--- config.mk ---
export PLATFORM = sky130hd
export DESIGN_NAME = fb_pixel_reader
export DESIGN_NICKNAME = d
export VERILOG_FILES = /design/src/rtl/fb_pkg.sv /design/src/rtl/fb_pixel_reader_delay_line.sv /design/src/rtl/fb_pixel_reader.sv
export SDC_FILE = /design/constraint.sdc
export NUM_CORES = 1
export LEC_CHECK = 0
export ABC_CLOCK_PERIOD_IN_PS = 2110
export CORE_MARGIN = 3
export CORE_UTILIZATION = 40
export CTS_CLUSTER_DIAMETER = 100
export DETAILED_ROUTE_END_ITERATION = 10
export GPL_TIMING_DRIVEN = 0
export MAX_ROUTING_LAYER = met4
export PLACE_DENSITY = 0.73
export SLEW_MARGIN = 20
export SYNTH_ARGS = -nofsm -noshare
export SYNTH_HDL_FRONTEND = slang
export SYNTH_HIERARCHICAL = 1
export SYNTH_SLANG_ARGS = --single-unit
export TNS_END_PERCENT = 30
--- constraint.sdc ---
create_clock -name pixel_clk_in -period 2.11 [get_ports pixel_clk_in]
set_input_delay 0.422 -clock pixel_clk_in [delete_from_list [all_inputs] [get_ports pixel_clk_in]]
set_output_delay 0.422 -clock pixel_clk_in [all_outputs]
set_load 0.03 [all_outputs]
--- src/rtl/fb_pkg.sv ---
// Frame-buffer constants and pixel-format helpers shared by the scan-out reader
// and the Ethernet writer.
package fb_pkg;

  localparam int FB_WIDTH_DEF    = 256;
  localparam int FB_HEIGHT_DEF   = 192;
  localparam int SCALE_SHIFT_DEF = 2;

  // RGB332 field positions within a frame-buffer byte
  localparam int R_MSB = 7;
  localparam int R_LSB = 5;
  localparam int G_MSB = 4;
  localparam int G_LSB = 2;
  localparam int B_MSB = 1;
  localparam int B_LSB = 0;

  // Sideband bits that ride alongside the BRAM read
  typedef struct packed {
    logic in_win;
    logic blank;
    logic hsync;
    logic vsync;
  } align_t;

  // Widen by replicating MSBs so full-scale input maps to full-scale output.
  function automatic logic [11:0] rgb332_to_rgb12(input logic [7:0] px);
    logic [2:0] r;
    logic [2:0] g;
    logic [1:0] b;
    r = px[R_MSB:R_LSB];
    g = px[G_MSB:G_LSB];
    b = px[B_MSB:B_LSB];
    return {r, r[2], g, g[2], b, b};
  endfunction

endpackage

--- src/rtl/fb_pixel_reader_delay_line.sv ---
// Fixed-depth shift register with asynchronous reset to a chosen value; keeps
// sideband bits aligned with the frame-buffer read latency.
module delay_line #(
  parameter int              WIDTH     = 1,
  parameter int              DEPTH     = 1,
  parameter logic [WIDTH-1:0] RESET_VAL = '0
) (
  input  logic             clk,
  input  logic             rst,
  input  logic [WIDTH-1:0] d,
  output logic [WIDTH-1:0] q
);

  logic [WIDTH-1:0] stage [DEPTH];

  always_ff @(posedge clk or posedge rst) begin
    if (rst) begin
      for (int i = 0; i < DEPTH; i++) stage[i] <= RESET_VAL;
    end else begin
      stage[0] <= d;
      for (int i = 1; i < DEPTH; i++) stage[i] <= stage[i-1];
    end
  end

  assign q = stage[DEPTH-1];

endmodule

--- src/rtl/fb_pixel_reader.sv ---
// Scan-out side of a double-buffered RGB332 frame buffer: scales the buffer up
// onto the VGA raster and swaps front/back only at the start of vblank.
module fb_pixel_reader
  import fb_pkg::*;
#(
  parameter int         FB_WIDTH     = FB_WIDTH_DEF,
  parameter int         FB_HEIGHT    = FB_HEIGHT_DEF,
  parameter int         SCALE_SHIFT  = SCALE_SHIFT_DEF,
  parameter int         V_ACTIVE     = 768,
  parameter int         READ_LATENCY = 2,
  parameter logic [11:0] BORDER_RGB  = 12'h000,
  localparam int        COL_W        = $clog2(FB_WIDTH),
  localparam int        ROW_W        = $clog2(FB_HEIGHT),
  localparam int        ADDR_W       = 1 + ROW_W + COL_W
) (
  input  logic              pixel_clk_in,
  input  logic              rst_in,
  input  logic [10:0]       hcount_in,
  input  logic [9:0]        vcount_in,
  input  logic              hsync_in,
  input  logic              vsync_in,
  input  logic              blank_in,
  input  logic              swap_req_in,
  output logic              swap_ack_out,
  output logic              write_buf_out,
  output logic [ADDR_W-1:0] fb_addr_out,
  input  logic [7:0]        fb_data_in,
  output logic [11:0]       rgb_out,
  output logic              hsync_out,
  output logic              vsync_out,
  output logic              blank_out
);

  localparam logic [31:0] WIN_W = 32'(FB_WIDTH) << SCALE_SHIFT;
  localparam logic [31:0] WIN_H = 32'(FB_HEIGHT) << SCALE_SHIFT;
  localparam align_t ALIGN_RESET = '{in_win: 1'b0, blank: 1'b1, hsync: 1'b1, vsync: 1'b1};

  logic [10:0]      hcount_s0;
  logic [9:0]       vcount_s0;
  logic             hsync_s0;
  logic             vsync_s0;
  logic             blank_s0;
  logic [COL_W-1:0] col;
  logic [ROW_W-1:0] row;
  logic             in_win;
  align_t           align_s1;
  align_t           align_out;
  logic             read_buf;
  logic             pending;
  logic             apply;

  always_ff @(posedge pixel_clk_in or posedge rst_in) begin
    if (rst_in) begin
      hcount_s0 <= '0;
      vcount_s0 <= '0;
      hsync_s0  <= 1'b1;
      vsync_s0  <= 1'b1;
      blank_s0  <= 1'b1;
    end else begin
      hcount_s0 <= hcount_in;
      vcount_s0 <= vcount_in;
      hsync_s0  <= hsync_in;
      vsync_s0  <= vsync_in;
      blank_s0  <= blank_in;
    end
  end

  // Window test uses the full-width counts; only then are indices truncated.
  assign in_win = ({21'd0, hcount_s0} < WIN_W) && ({22'd0, vcount_s0} < WIN_H);
  assign col    = COL_W'(hcount_s0 >> SCALE_SHIFT);
  assign row    = ROW_W'(vcount_s0 >> SCALE_SHIFT);

  always_ff @(posedge pixel_clk_in or posedge rst_in) begin
    if (rst_in) begin
      fb_addr_out <= '0;
      align_s1    <= ALIGN_RESET;
    end else begin
      fb_addr_out <= {read_buf, row, col};
      align_s1    <= '{in_win: in_win, blank: blank_s0, hsync: hsync_s0, vsync: vsync_s0};
    end
  end

  delay_line #(
    .WIDTH    ($bits(align_t)),
    .DEPTH    (READ_LATENCY),
    .RESET_VAL(ALIGN_RESET)
  ) u_align (
    .clk(pixel_clk_in),
    .rst(rst_in),
    .d  (align_s1),
    .q  (align_out)
  );

  always_ff @(posedge pixel_clk_in or posedge rst_in) begin
    if (rst_in) begin
      rgb_out   <= '0;
      hsync_out <= 1'b1;
      vsync_out <= 1'b1;
      blank_out <= 1'b1;
    end else begin
      hsync_out <= align_out.hsync;
      vsync_out <= align_out.vsync;
      blank_out <= align_out.blank;
      if (align_out.blank) begin
        rgb_out <= '0;
      end else if (!align_out.in_win) begin
        rgb_out <= BORDER_RGB;
      end else begin
        rgb_out <= rgb332_to_rgb12(fb_data_in);
      end
    end
  end

  // The apply point is the first pixel of vblank as seen by S0.
  assign apply = (hcount_s0 == '0) && (vcount_s0 == 10'(V_ACTIVE));

  always_ff @(posedge pixel_clk_in or posedge rst_in) begin
    if (rst_in) begin
      read_buf     <= 1'b0;
      pending      <= 1'b0;
      swap_ack_out <= 1'b0;
    end else begin
      swap_ack_out <= 1'b0;
      if (apply && (pending || swap_req_in)) begin
        read_buf     <= ~read_buf;
        pending      <= 1'b0;
        swap_ack_out <= 1'b1;
      end else if (swap_req_in) begin
        pending <= 1'b1;
      end
    end
  end

  assign write_buf_out = ~read_buf;

endmodule

==> summary.md <==
| Metric | Value |
|---|---|
| Status | complete, no violations |
| Starting Density | between 40% and 50% |
| Syn-to-layout area delta | 51.1% |
| DP Wirelength | 2.39 mm |
| Util after Layout | 64.3% |
| Netlist Area Pre-Place | approximately 1900 µm² |
| Initial antenna violation count | 0 |
| Finish-stage setup viols | 0 |
| Via-to-Cell Ratio | between 4 and 5 |
| CP Max Fanout | 1 |
| Crit path DAT | 1510 ps |
| F_max | approximately 520 MHz |
| Most common cell in the netlist | dfrtp_1 |
| WL/cell | 13.8 µm |
| Clock Pin Slew Worst Setup and Hold Paths | 70 ps |
| CTS Buf Count | 9 |
| Largest net degree at the start of global routing | 41 |
| TritonCTS clock tree | yes |
| Diode count | 0 |
| Filler cells | 314 |
| Post-CTS Setup Repair Bufs | 0 |
| Syn nets | 135 |
| Worst path depth | 1 |
| Critical path origin | blank_out |
| Overall Global Routing Usage | 13.9% |
| First-pass GRT wire length | 5.15 mm |
| Top cell type's share of synthesized area | around two thirds |
| #FFs+latches synth | 67 |
| Syn Inst Count | 100 |
| Leakage | 1.25 nW |
| Share of cells above drive strength 1 | 22.2% |
| Hold WS | 349 ps |
| Critical path class | flip-flop to output pin |
| Final min period | 1930 ps |
| Root Buffer | clkbuf_8 |
| Delay-heaviest family, CP | buffers and inverters |
| Buf/Inv on CP | 1 |
| Nets | 215 |
| GP Congestion | ~0.68 |
| Longest Clk Path Bufs | 2 |
| Power per cell area | 930 nW/µm² |
| Final TNS setup | 0 ps |
| R2R Setup Slk | 740 ps |
| RSZ-0062 raised after global routing | false |
| Worst Setup EP | blank_out |
| Slew margin rel. | between 70% and 80% |
| DIE WIDTH | about 75 µm |
| First-pass iteration count of the detailed router | 4 |
| R2r startpoint | hcount_s0[5] |
| CP endpoint kind | output pin |
| Gr ovfl total | 0 |
| CP Data Required Time | 1690 ps |
| Mean Syn Cell Area | 19.1 µm² |
| Synth top cells by count | dfrtp_1, dfstp_2, and2_1, buf_4 |
| Synth area leader | dfrtp_1 |
| Primary FF master, synth | dfrtp_1 |
| Startpoint types | flip-flop |
| Worst hold path class | flip-flop to flip-flop |
| Peak VDD IR | ~530 µV |
| Max-slew violation count | 0 |
| Worst path cell trace | clkdlybuf4s50_1 |
| Ys async rst share | 100% |
| Register area share after synthesis | 89.0% |
| H-tree depth | 3 |
| Met2 WL post-DR | around 1.7 mm |
| Drc violations | 0 |
| Period utilization | 91.4% |
| Reg2reg end | read_buf |
| Core area | 4470 µm² |
| Met1 WL | 1.23 mm |
| Number of cell rows | 24 |
| Worst-case reg-to-reg path depth | 4 |
| IO buf count | 68 |
| IO Count | a little under 70 |
| Drt initial violations | 59 |
| Vias in the first global route | 1100 |
| Final wirelength | between 3 and 4 mm |
| Post-synth EDFFs | 0 |
| Cell area after layout | 2880 µm² |
| Top routing layer in use | met4 |
| Routed wl met3 | 227 µm |
| Worst slew pin tran | between 400 and 500 ps |
| Crit path largest cell delay | 660 ps |
| Die Ht | roughly 75 µm |
| Die area | ~5600 µm² |
| Synth area leaders | dfrtp_1, dfstp_2, buf_4 |
| Routed via count | roughly 1000 |
| Cell variety after synth | 15 |
| Clock sink total | 67 |
| Cts hold-fix bufs | 0 |
| Placed inst area | about 2700 µm² |
| # resized after CTS | 0 |
| Clock Latency Late Sink | 330 ps |
| Synth Warn # | 6 |
| Clock Skew | 7.99 ps |
| Final hold viol count | 0 |
| Crit-path slowest cell | clkdlybuf4s50_1 |
| Max_cap viols | 0 |
| DRT antenna net count | 0 |
worst min-delay path by stage:
stage                      from               end  depth (start not counted)
6_report            align_s1[0]  u_align/stage[4]                          0
2_1_floorplan            rst_in      u_align/q[3]                          1
3_3_place_gp   u_align/stage[7]      u_align/q[3]                          0
3_5_place_dp        align_s1[3]  u_align/stage[7]                          0
5_1_grt                hsync_s0       align_s1[1]                          0
4_1_cts             align_s1[0]  u_align/stage[4]                          0
flip-flops by register name, summed over array words and instances, names as in the netlist:
name	flops
u_align/stage	4
vsync_s0	1
blank_s0	1
pending	1
hsync_out	1
blank_out	1
vsync_out	1
hcount_s0	11
fb_addr_out	17
align_s1	4
vcount_s0	10
rgb_out	8
swap_ack_out	1
read_buf	1
u_align/q	4
hsync_s0	1
layout make-up:
cell class              count  area [µm²]  area share [%]
flip-flops and latches     67        1700            58.9
repair buffers             69         701            24.3
clock buffers              14         173            6.00
multi-input cells          22         139            4.82
well taps                  52        65.1            2.26
plain buffers               8        60.1            2.09
clock inverters             2        35.0            1.22
inverters                   3        11.3           0.391
cell usage in the layout (no fill, tap or decap), types with 2 or more instances in the layout:
master            n
clkdlybuf4s50_1  68
dfstp_2          15
nor2_1            3
clkbuf_8         12
buf_4             8
inv_1             2
clkbuf_1          2
nor4_1            3
dfrtp_1          52
and2_1            8
metrics by stage:
step           power, mW  setup slack, ps  std cells
2_1_floorplan       1.50              247        100
3_3_place_gp        1.62             -573        220
3_5_place_dp        1.64              519        221
4_1_cts             2.72              151        237
5_1_grt             2.80              102        237
6_report            2.68              181        237
kinds of logic after synthesis:
family                 synth area share, %
AO/OA/AOI/OAI                        0.262
XOR/XNOR                             0.460
buffers and inverters                 3.74
flip-flops                            89.0
AND/OR/NAND/NOR                       6.57
power by group:
part	switching, mW	internal [mW]
Sequential	0.0226	1.36
Combinational	0.111	0.119
Clock	0.426	0.642
Total	0.560	2.12
per-layer routing:
| layer | vias to the layer above | global-route usage [%] |
|---|---|---|
| li1 | 467 | - |
| met1 | 504 | 15.1 |
| met2 | 52 | 21.0 |
| met3 | 6 | 5.21 |
| met4 | 0 | 9.49 |
| met5 | - | - |
Power figures use the tool's default switching activity.
